## src/rtl/seg_display_pkg.sv

```systemverilog
// ============================================================================
//  seg_display_pkg
//  Shared constants and state encoding for the seven-segment display arbiter.
//  Revision: 1.0
// ============================================================================
`default_nettype none

package seg_display_pkg;

  localparam int DISP_W                = 24;
  localparam int DEFAULT_DWELL_CYCLES  = 50_000_000;

  typedef enum logic [0:0] {
    ST_IDLE = 1'b0,
    ST_HOLD = 1'b1
  } state_t;

endpackage : seg_display_pkg

`default_nettype wire

```

## src/rtl/seg_display_arbiter_rr_pick.sv

```systemverilog
// ============================================================================
//  rr_pick
//  Combinational round-robin search over a request vector from a start index.
//  Revision: 1.0
// ============================================================================
`default_nettype none

module rr_pick #(
  parameter int NUM_REQ = 4,
  parameter int OWN_W   = 2
) (
  input  logic [NUM_REQ-1:0] i_req,
  input  logic [OWN_W-1:0]   i_start,
  input  logic               i_excl_en,
  output logic               o_found,
  output logic [OWN_W-1:0]   o_idx
);

  localparam logic [OWN_W:0] c_num_req = (OWN_W+1)'(NUM_REQ);

  // With exclusion on, the last position of the scan (start-1) is the current
  // owner, so it is skipped and can never win against itself.
  always_comb begin
    logic [OWN_W:0] w_pos;
    o_found = 1'b0;
    o_idx   = '0;
    w_pos   = '0;
    for (int k = 0; k < NUM_REQ; k++) begin
      w_pos = {1'b0, i_start} + (OWN_W+1)'(k);
      if (w_pos >= c_num_req) begin
        w_pos = w_pos - c_num_req;
      end
      if (!o_found && i_req[w_pos[OWN_W-1:0]] && !(i_excl_en && (k == NUM_REQ-1))) begin
        o_found = 1'b1;
        o_idx   = w_pos[OWN_W-1:0];
      end
    end
  end

endmodule : rr_pick

`default_nettype wire

```

## src/rtl/seg_display_arbiter.sv

```systemverilog
// ============================================================================
//  seg_display_arbiter
//  Round-robin arbiter with minimum dwell that time-shares the 24-bit display.
//  Revision: 1.0
// ============================================================================
`default_nettype none

module seg_display_arbiter
  import seg_display_pkg::*;
#(
  parameter int NUM_REQ      = 4,
  parameter int DWELL_CYCLES = DEFAULT_DWELL_CYCLES,
  parameter int CNT_W        = 26,
  parameter int OWN_W        = 2
) (
  input  logic                      i_clk,
  input  logic                      i_rst_n,
  input  logic [NUM_REQ-1:0]        i_req,
  input  logic [DISP_W*NUM_REQ-1:0] i_req_data,
  input  logic                      i_lock,
  output logic [NUM_REQ-1:0]        o_gnt,
  output logic [OWN_W-1:0]          o_owner,
  output logic [DISP_W-1:0]         o_disp_out,
  output logic                      o_disp_valid
);

  localparam logic [CNT_W-1:0] c_reload  = CNT_W'(DWELL_CYCLES - 1);
  localparam logic [OWN_W-1:0] c_last_ix = OWN_W'(NUM_REQ - 1);

  state_t              r_state;
  logic [CNT_W-1:0]    r_cnt;
  logic [OWN_W-1:0]    r_ptr;
  logic                r_fresh;
  logic [NUM_REQ-1:0]  r_gnt;
  logic [OWN_W-1:0]    r_owner;
  logic [DISP_W-1:0]   r_disp;
  logic                r_valid;

  state_t              w_nxt_state;
  logic [CNT_W-1:0]    w_nxt_cnt;
  logic [OWN_W-1:0]    w_nxt_ptr;
  logic                w_nxt_fresh;
  logic [NUM_REQ-1:0]  w_nxt_gnt;
  logic [OWN_W-1:0]    w_nxt_owner;
  logic [DISP_W-1:0]   w_nxt_disp;
  logic                w_nxt_valid;

  logic [DISP_W-1:0]   w_req_data [NUM_REQ];
  logic [OWN_W-1:0]    w_start;
  logic                w_excl;
  logic                w_found;
  logic [OWN_W-1:0]    w_win;
  logic                w_take;
  logic                w_owner_req;

  for (genvar g = 0; g < NUM_REQ; g++) begin : g_unpack
    assign w_req_data[g] = i_req_data[g*DISP_W +: DISP_W];
  end

  // The very first search after reset begins at requester 0; afterwards it
  // begins one past the last winner.
  assign w_start     = r_fresh ? '0 : ((r_ptr == c_last_ix) ? '0 : r_ptr + 1'b1);
  assign w_excl      = (r_state == ST_HOLD);
  assign w_owner_req = i_req[r_owner];

  rr_pick #(
    .NUM_REQ (NUM_REQ),
    .OWN_W   (OWN_W)
  ) u_rr_pick (
    .i_req     (i_req),
    .i_start   (w_start),
    .i_excl_en (w_excl),
    .o_found   (w_found),
    .o_idx     (w_win)
  );

  always_comb begin
    w_nxt_state = r_state;
    w_nxt_cnt   = r_cnt;
    w_nxt_ptr   = r_ptr;
    w_nxt_fresh = r_fresh;
    w_nxt_gnt   = r_gnt;
    w_nxt_owner = r_owner;
    w_nxt_disp  = r_disp;
    w_nxt_valid = r_valid;
    w_take      = 1'b0;

    case (r_state)
      ST_IDLE: begin
        w_nxt_valid = 1'b0;
        w_take      = w_found;
      end
      ST_HOLD: begin
        if (!w_owner_req) begin
          // A release always wins, even against expiry or LOCK.
          if (w_found) begin
            w_take = 1'b1;
          end else begin
            w_nxt_state = ST_IDLE;
            w_nxt_gnt   = '0;
            w_nxt_valid = 1'b0;
          end
        end else if ((r_cnt == '0) && !i_lock) begin
          if (w_found) begin
            w_take = 1'b1;
          end else begin
            w_nxt_cnt  = c_reload;
            w_nxt_disp = w_req_data[r_owner];
          end
        end else begin
          if (r_cnt != '0) begin
            w_nxt_cnt = r_cnt - 1'b1;
          end
          w_nxt_disp = w_req_data[r_owner];
        end
      end
      default: begin
        w_nxt_state = ST_IDLE;
      end
    endcase

    if (w_take) begin
      w_nxt_state = ST_HOLD;
      w_nxt_cnt   = c_reload;
      w_nxt_ptr   = w_win;
      w_nxt_fresh = 1'b0;
      w_nxt_owner = w_win;
      w_nxt_disp  = w_req_data[w_win];
      w_nxt_valid = 1'b1;
      for (int i = 0; i < NUM_REQ; i++) begin
        w_nxt_gnt[i] = (w_win == OWN_W'(i));
      end
    end
  end

  always_ff @(posedge i_clk or negedge i_rst_n) begin
    if (!i_rst_n) begin
      r_state <= ST_IDLE;
      r_cnt   <= '0;
      r_ptr   <= '0;
      r_fresh <= 1'b1;
      r_gnt   <= '0;
      r_owner <= '0;
      r_disp  <= '0;
      r_valid <= 1'b0;
    end else begin
      r_state <= w_nxt_state;
      r_cnt   <= w_nxt_cnt;
      r_ptr   <= w_nxt_ptr;
      r_fresh <= w_nxt_fresh;
      r_gnt   <= w_nxt_gnt;
      r_owner <= w_nxt_owner;
      r_disp  <= w_nxt_disp;
      r_valid <= w_nxt_valid;
    end
  end

  assign o_gnt        = r_gnt;
  assign o_owner      = r_owner;
  assign o_disp_out   = r_disp;
  assign o_disp_valid = r_valid;

endmodule : seg_display_arbiter

`default_nettype wire

```

## config.mk

```make
export PLATFORM = sky130hd
export DESIGN_NAME = seg_display_arbiter
export DESIGN_NICKNAME = d
export VERILOG_FILES = /design/src/rtl/seg_display_pkg.sv /design/src/rtl/seg_display_arbiter_rr_pick.sv /design/src/rtl/seg_display_arbiter.sv
export SDC_FILE = /design/constraint.sdc
export NUM_CORES = 1
export LEC_CHECK = 0
export CAP_MARGIN = 20
export CELL_PAD_IN_SITES_DETAIL_PLACEMENT = 1
export CELL_PAD_IN_SITES_GLOBAL_PLACEMENT = 1
export CORE_MARGIN = 1
export CORE_UTILIZATION = 37
export DETAILED_ROUTE_END_ITERATION = 10
export GPL_TIMING_DRIVEN = 0
export PLACE_DENSITY_LB_ADDON = 0.1
export SYNTH_ARGS = -nofsm -noshare
export SYNTH_HDL_FRONTEND = slang
export SYNTH_SLANG_ARGS = --single-unit
```

## constraint.sdc

```tcl
create_clock -name i_clk -period 3.55 [get_ports i_clk]
set_input_delay 0.8875 -clock i_clk [delete_from_list [all_inputs] [get_ports i_clk]]
set_output_delay 0.8875 -clock i_clk [all_outputs]
set_load 0.03 [all_outputs]
```

==> run summary <==
die footprint: 0.0133 sq mm
non-filler cells, final: 800
post-synthesis sequential area ratio: 31.2%
final hold vios: 0
Post-Synth Adder-Cell Area: 0.792%
Die Ht: 115 um
number of placed instances, taps included: 782
hold_ws: 0.508 ns
DR WL/cell: 21.7 um
proportion of synthesized area in mux cells: 17.2%
HP Class: reg2reg
Crit path largest cell delay: 0.63 ns
worst clock skew: 0.00625 ns
Yosys warning count: 0
total grt overflow: 0
Power Dens Cells: 1110 mW/mm^2
worst skew pair latency: 0.34 ns
global-route wire length before repair: 28,000 um
CTS root buffer: clkbuf_16
Total GRT Usage: 27.8%
Mapped Nets: 587
commonest non-fill, non-tap cell in the layout: clkdlybuf4s50_1
DP HPWL: 13,000 um
Leak Pwr: 2.48 nW
fin crit share: 95.4%
Core ar.: 0.0123 sq mm
initial antenna violation count: 0
IO buf count: 133
most frequent cells in the layout: clkdlybuf4s50_1, dfrtp_1, a21oi_1, nor2_1, o211ai_1
Final Net Count: 733
unrepaired setup endpoints after global routing: false
WS Path Type: in2reg
crit path DAT: 3.58 ns
Hold-fix buffers, CTS: 0
Initial Util: 38.6%
vias in the first global route: 5,201
Worst EP required: 3.74 ns
top_reg_cell synth: dfrtp_1
max-slew violations: 0
Post-DRT Antenna Nets: 0
Crit. End Element: flip-flop
Max IR drop VDD: 0.436 mV
setup_tns: 0 ns
total of max-cap violations: 0
pre-CTS setup slack: -0.472 ns
layout cells sized above 1: 17.6%
std cell rows: 40
register bit total from synthesis: 59
TritonCTS clock tree: yes
Compound-Gate Fraction of Synth Area: 28.0%
final setup vio count: 0
cell-by-cell trace of the critical path: clkdlybuf4s50_1 -> or4b_2 -> a21oi_1 -> o31a_1 -> o21a_2 -> clkbuf_2 -> a21boi_0 -> o211ai_1 -> o221ai_1
Syn Area/Cell: 9.85 sq um
ys async rst share: 100%
post-layout minimum cycle time: 3.39 ns
Worst slew margin: 36.0%
CTS Sinks: 59
CTS H-tree lvls: 3
f_max: 295 MHz
Synth-to-Final Area Change: 40.3%
crit-path max FO: 10
I/O pin cnt: 134
slowest stage cell, crit path: or4b_2
CP Launch Type: primary input
DRT Pass-1 Iters: 5
Worst R2R Path Depth: 11
cts bufs inserted: 9
post-synthesis cell area: 0.00474 sq mm
largest net degree at the start of global routing: 60
largest family of logic cells by synthesized area: compound AO/OA/AOI/OAI gates
Worst Max-Slew Pin Slew: 0.959 ns
Die Width: 115 um
Clock Path Buffers: 2
GP Congestion: 0.881
post-synthesis xor/xnor area fraction: 0.370%
total number of vias: 4,851
DRC: 0
Post-synth EDFFs: 0
Simple-Gate Fraction of Synth Area: 17.5%
min setup slack post-route: 0.163 ns
hold path cells: 1
ant diodes: 0
Cell variety after synth: 58
Vias/cell: 6.06
cell count after synthesis: 481
Final Util: 54.2%
drt total wl: 17,400 um
Worst-path clk slew: 0.06 ns
outcome: finished clean
first-iteration detailed-routing DRC count: 315
metrics by stage:
| stage | power, W | cell area, sq um |
|---|---|---|
| 3_5_place_dp | 0.00626 | 6280 |
| 2_1_floorplan | 0.00469 | 4740 |
| 5_1_grt | 0.00785 | 6640 |
| 4_1_cts | 0.00720 | 6580 |
| 6_report | 0.00736 | 6640 |
| 3_3_place_gp | 0.00617 | 6280 |
flip-flops by register name (all words and copies together), names as in the netlist:
| register | count |
|---|---|
| o_owner | 2 |
| r_fresh | 1 |
| r_cnt | 26 |
| r_state | 1 |
| o_disp_out | 24 |
| o_disp_valid | 1 |
| o_gnt | 4 |
where the power goes:
part           switching, W  internal, W  total (W)
Clock              0.000336     0.000562   0.000898
Sequential         0.000146     0.000906    0.00105
Combinational       0.00317      0.00224    0.00541
Total               0.00365      0.00371    0.00736
layout make-up:
type | instances | area, sq um
Sequential cell | 59 | 1480
Timing Repair Buffer | 136 | 1350
Clock buffer | 12 | 246
Clock inverter | 4 | 50.0
Tap cell | 168 | 210
Buffer | 41 | 219
Multi-Input combinational cell | 372 | 3060
Inverter | 8 | 30.0
Fill cell | 1372 | 5620
metal layers:
layer	GRT usage, %	routed length [um]	part of all wire [%]	vias up
li1	-	-	-	2203
met1	37.6	7890	45	2455
met4	10.2	287	1.7	0
met2	44.9	8230	47	171
met5	0	0	0	-
met3	4.64	937	5.4	22
worst max-delay path, delay by kind of cell:
family / cells / cell delay [ns]
simple gates: 1 / 0.63
compound gates: 6 / 1.15
buf+inv: 2 / 0.91
repair_timing:
action                     in CTS  in global routing
setup endpoints to repair      21                 43
gates resized for setup         5                 21
pin swaps                       0                  1
buffers inserted                0                  3
final timing paths:
kind,start,end,slack (ns)
max in group asynchronous,i_rst_n,r_cnt[19]$_DFFE_PN0P_,2.35
hold / removal,r_cnt[0]$_DFFE_PN0P_,r_cnt[0]$_DFFE_PN0P_,0.51
hold reg to reg,r_cnt[0]$_DFFE_PN0P_,r_cnt[0]$_DFFE_PN0P_,0.51
setup reg to reg,o_owner[1]$_DFFE_PN0P_,o_disp_out[21]$_DFFE_PN0P_,0.30
min in group asynchronous,i_rst_n,o_disp_out[4]$_DFFE_PN0P_,0.61
setup / recovery,i_req[3],o_disp_out[2]$_DFFE_PN0P_,0.16
cell usage after synthesis, types with 3 or more instances:
cell type	number	area, sq um
nand3_1	14	70.1
or2_2	6	37.5
inv_1	8	30.0
a31oi_1	4	25.0
ha_1	3	37.5
buf_2	10	50.1
and2_1	5	31.3
or3_1	17	106
o21a_1	3	22.5
nor2_1	33	124
a21oi_1	39	195
o221ai_2	18	270
o21ai_0	18	90.1
or4_1	10	75.1
dfrtp_1	58	1450
a21boi_0	23	173
nor4_1	3	18.8
nand2_1	13	48.8
mux4_2	25	563
o31ai_1	11	82.6
o21ai_1	4	20.0
o221ai_1	6	52.6
mux2i_1	24	240
clkbuf_1	26	97.6
buf_4	3	22.5
nand2b_1	4	25.0
and3_1	24	150
o211ai_1	28	210
buf_6	3	33.8
logic make-up (layout without fill, tap and decap cells):
group / after synthesis / after routing
AOI/OAI and AO/OA: 172 / 172
adders and majority gates: 3 / 3
xor gates and xnor gates: 2 / 2
muxes: 50 / 50
buffers and inverters: 50 / 201
DFF: 59 / 59
and+or+nand+nor: 145 / 145
No activity file was read; power rests on OpenSTA's default activity.
